$ cat src/rtl/dsp_mac_sequencer.sv
// Sequencer for one DSP48A1 slice used as a multiply-accumulator (P += A*B).
// Clears P, streams len operand pairs through a gated pipeline, drains it and holds the result.
module dsp_mac_sequencer #(
  parameter int unsigned LEN_W      = 8,
  parameter int unsigned PIPE_LAT   = 3,
  parameter logic [7:0]  OPMODE_ACC = 8'h09
) (
  input  logic                clk,
  input  logic                rst,
  input  logic                start,
  input  logic [LEN_W-1:0]    len,
  input  logic                abort,
  input  logic                op_valid,
  output logic                op_ready,
  output logic [PIPE_LAT-1:0] dsp_ce,
  output logic                dsp_rstp,
  output logic [7:0]          dsp_opmode,
  input  logic [47:0]         dsp_p,
  output logic                busy,
  output logic                res_valid,
  input  logic                res_ack,
  output logic [47:0]         result
);

  typedef enum logic [2:0] {
    S_IDLE,
    S_CLEAR,
    S_FEED,
    S_DRAIN,
    S_HOLD
  } state_t;

  state_t              state_q, state_d;
  logic [LEN_W-1:0]    cnt_q, cnt_d;
  logic [PIPE_LAT-2:0] tok_q, tok_d;
  logic [47:0]         result_q, result_d;
  logic                accept;
  logic [PIPE_LAT-1:0] tok_sh;

  // Stage 0 is enabled by the accept itself; later stages follow the token pipe.
  assign tok_sh = {tok_q, accept};
  assign dsp_ce = tok_sh;
  assign result = result_q;

  always_ff @(posedge clk or posedge rst) begin
    if (rst) begin
      state_q  <= S_IDLE;
      cnt_q    <= '0;
      tok_q    <= '0;
      result_q <= '0;
    end else begin
      state_q  <= state_d;
      cnt_q    <= cnt_d;
      tok_q    <= tok_d;
      result_q <= result_d;
    end
  end

  always_comb begin
    state_d    = state_q;
    cnt_d      = cnt_q;
    tok_d      = tok_q;
    result_d   = result_q;
    op_ready   = 1'b0;
    dsp_rstp   = 1'b0;
    dsp_opmode = '0;
    busy       = (state_q != S_IDLE);
    res_valid  = 1'b0;
    accept     = 1'b0;

    case (state_q)
      S_IDLE: begin
        if (start) begin
          if (len != '0) begin
            state_d = S_CLEAR;
            cnt_d   = len;
          end else begin
            state_d  = S_HOLD;
            result_d = '0;
          end
        end
      end
      S_CLEAR: begin
        dsp_rstp   = 1'b1;
        dsp_opmode = OPMODE_ACC;
        state_d    = S_FEED;
      end
      S_FEED: begin
        op_ready   = 1'b1;
        dsp_opmode = OPMODE_ACC;
        accept     = op_valid;
        if (accept) begin
          cnt_d = cnt_q - LEN_W'(1);
          if (cnt_q == LEN_W'(1)) state_d = S_DRAIN;
        end
      end
      S_DRAIN: begin
        dsp_opmode = OPMODE_ACC;
        if (tok_q == '0) begin
          result_d = dsp_p;
          state_d  = S_HOLD;
        end
      end
      S_HOLD: begin
        res_valid = 1'b1;
        if (res_ack) state_d = S_IDLE;
      end
      default: state_d = S_IDLE;
    endcase

    if (state_q == S_FEED || state_q == S_DRAIN) tok_d = tok_sh[PIPE_LAT-2:0];

    // Abort overrides everything decided above, including a same-cycle capture in DRAIN.
    if (abort && (state_q == S_CLEAR || state_q == S_FEED || state_q == S_DRAIN)) begin
      state_d  = S_IDLE;
      tok_d    = '0;
      cnt_d    = '0;
      result_d = result_q;
    end
  end

endmodule

$ cat config.mk
export PLATFORM = sky130hd
export DESIGN_NAME = dsp_mac_sequencer
export DESIGN_NICKNAME = d
export VERILOG_FILES = /design/src/rtl/dsp_mac_sequencer.sv
export SDC_FILE = /design/constraint.sdc
export NUM_CORES = 1
export LEC_CHECK = 0
export CAP_MARGIN = 0
export CORE_ASPECT_RATIO = 1.1
export CORE_UTILIZATION = 40
export DETAILED_ROUTE_END_ITERATION = 12
export GPL_ROUTABILITY_DRIVEN = 0
export PLACE_DENSITY = 0.78
export SYNTH_ARGS = -nofsm -noshare
export SYNTH_HDL_FRONTEND = slang
export SYNTH_SLANG_ARGS = --single-unit
export TNS_END_PERCENT = 20
$ cat constraint.sdc
create_clock -name clk -period 1.6 [get_ports clk]
set_clock_uncertainty 0.05 [all_clocks]
set_input_delay 0.16 -clock clk [delete_from_list [all_inputs] [get_ports clk]]
set_output_delay 0.16 -clock clk [all_outputs]
set_load 0.005 [all_outputs]
==> metrics.md <==
| Metric | Value |
|---|---|
| Status | `finished with violations` |
| Failing checks | `setup timing` |
| Core box area | `0.007556 mm²` |
| CTS Buffer Depth | `2` |
| Crit path required time | `1.75 ns` |
| Share of cells above drive strength 1 | `21.70%` |
| DRC Markers | `0` |
| Number of routed nets with antenna violations | `0` |
| Inserted Clock Buffers | `9` |
| PnR worst setup slack | `-0.1307 ns` |
| Antenna violations before repair | `0` |
| Largest net degree at the start of global routing | `62` |
| Post-synth EDFFs | `0` |
| Commonest non-fill, non-tap cell in the layout | `clkdlybuf4s50_1` |
| Crit start category | `primary input` |
| Setup crit end kind | `register` |
| Post-layout min period | `1.731 ns` |
| Highest clock rate | `577.8 MHz` |
| Max_cap viols | `0` |
| DP Cell Count | `572` |
| CTS clk-pin slew, worst paths | `0.07 ns` |
| Clk Latency, worst-skew pair | `0.33 ns` |
| Max Slew Vio Count | `0` |
| Die area | `0.008255 mm²` |
| Final Hold Fails | `0` |
| DP HPWL | `5577 µm` |
| CTS tree | `built` |
| Clock root cell | `clkbuf_8` |
| Final core occ | `67.48%` |
| CTS Sinks | `61` |
| Fin nets | `552` |
| Post-Syn Area | `0.003158 mm²` |
| Crit path arrival time | `1.88 ns` |
| PD cells | `1824 mW/mm²` |
| Via density | `4.841` |
| Yosys cell types | `41` |
| Antenna cells | `0` |
| Placed inst area | `0.004648 mm²` |
| Lkg Pwr | `0.002495 µW` |
| Worst setup path category | `in2reg` |
| # setup viols final | `64` |
| First-pass detailed-route iteration total | `4` |
| Mapped Cells | `332` |
| IO buf count | `118` |
| Commonest cells after routing, fill and taps aside | `clkdlybuf4s50_1 (108), inv_1 (60), dfrtp_1 (59), nand2_1 (51), mux2i_1 (50)` |
| Final Non-Filler Cells | `598` |
| Drt wl/cell | `13.74 µm` |
| Congestion Overflow GR | `0` |
| Chip Height | `95.19 µm` |
| Die width | `86.72 µm` |
| Area grow syn2layout | `61.45%` |
| Flops & latches, synth | `61` |
| Top FF cell, synth | `dfrtp_1` |
| Initial Util | `41.80%` |
| Async set-or-reset flop fraction in the synthesized netlist | `100.0%` |
| Tcrit/Tclk final | `108.2%` |
| Fin area | `0.005099 mm²` |
| Vias in the first global route | `2,912` |
| Hold Buf Count CTS | `0` |
| Syn avg cell area | `9.512 µm²` |
| Placement Rows | `33` |
| Vias | `2,895` |
| Peak VDD IR | `848.5 µV` |
| Global-route usage over all layers | `21.34%` |
| Tightest Hold Check Type | `in2async` |
| Fillers | `587` |
| First-pass GRT wire length | `13,610 µm` |
| DRT iter0 DRCs | `122` |
| YS warnings | `0` |
| RSZ-0062 raised after global routing | `true` |
| I/O Pins | `125` |
| Worst-path fanout max | `31` |
| Total routed wirelength | `8217 µm` |
| Sequential-to-total area share from yosys stat | `48.34%` |
| Htree depth | `3` |
| Final TNS setup | `-5.652 ns` |
## kinds of logic after synthesis
kind of cell    after synthesis  share of synthesized area, %
buf+inv                      87                         12.12
simple gates                 84                         13.15
flops                        61                         48.34
mux                          51                         16.20
compound gates               46                         9.271
fa+ha+maj                     2                        0.7923
other cells                   1                        0.1187
## worst paths after layout
check / start / endpoint / slack [ns] / cells after the start
setup / recovery: len[5] / result[4] / -0.13 / 6
hold / removal: rst / result[13] / 0.21 / 3
setup reg to reg: state_q[2] / cnt_q[5] / -0.13 / 5
hold reg to reg: result[8] / result[8] / 0.47 / 2
max in group asynchronous: rst / state_q[0] / 1.01 / 3
min in group clk: dsp_p[19] / result[19] / 0.31 / 3
## state kept, by name, indices dropped and copies added, names as in the netlist
| name | count |
|---|---|
| tok_q | 2 |
| state_q | 3 |
| result | 48 |
| cnt_q | 8 |
## power by group
part / internal [µW] / switching (µW)
combinational: 3070 / 2250
sequential: 2300 / 492
clock: 600 / 592
total: 5970 / 3330
## through the flow
| step | total power [µW] | hold slack [ns] | setup WS, ns |
|---|---|---|---|
| 6_report | 9302 | 0.2078 | -0.1307 |
| 5_1_grt | 9956 | 0.2244 | -0.2111 |
| 3_3_place_gp | 7210 | 0.4583 | -0.3737 |
| 4_1_cts | 9171 | 0.2183 | -0.08231 |
| 3_5_place_dp | 7354 | 0.4623 | -0.4037 |
| 2_1_floorplan | 4835 | 0.1825 | -0.09214 |
## routing by layer
| metal | vias up | part of all wire (%) | track usage [%] |
|---|---|---|---|
| met5 | - | 0 | 0 |
| met4 | 0 | 2.3 | 9.722 |
| met3 | 19 | 5.9 | 4.589 |
| met2 | 105 | 51 | 36.97 |
| met1 | 1390 | 41 | 25.44 |
| li1 | 1381 | - | - |
## worst max-delay path, stage by stage
cell and delay [ns]:
clkdlybuf4s50_1 0.48, nor4_4 0.35, nand2_1 0.12, a211o_2 0.40, buf_12 0.20, mux2i_1 0.15
## synthesized netlist by cell type, drive strengths merged, types with 3 or more instances
cell	number	area, µm²
dfrtp	61	1526
inv	61	229.0
nand2	52	195.2
mux2i	50	500.5
buf	17	120.1
a21oi	13	65.06
nor2	11	43.80
clkbuf	8	30.03
o21ai	7	35.03
o22ai	7	43.79
a211oi	6	45.04
nor3	5	25.02
a31oi	3	18.77
nor4	3	48.80
## area by class of cell
class                           count  area, µm²  share of cell area, %
Clock buffer                       12      145.1                  2.847
Clock inverter                      4      23.77                 0.4663
Inverter                           62      241.5                  4.736
Multi-Input combinational cell    189       1431                  28.07
Sequential cell                    61       1529                  29.99
Tap cell                          105      131.4                  2.577
Timing Repair Buffer              165       1597                  31.31
## timing repair
action / in CTS / in global routing
endpoints found under the hold margin: 0 / 0
endpoints found under the setup margin: 65 / 67
pin swaps: 10 / 1
gates resized for setup: 66 / 16
buffers inserted: 10 / 0
Note: power is estimated with default switching activity, not from simulation.
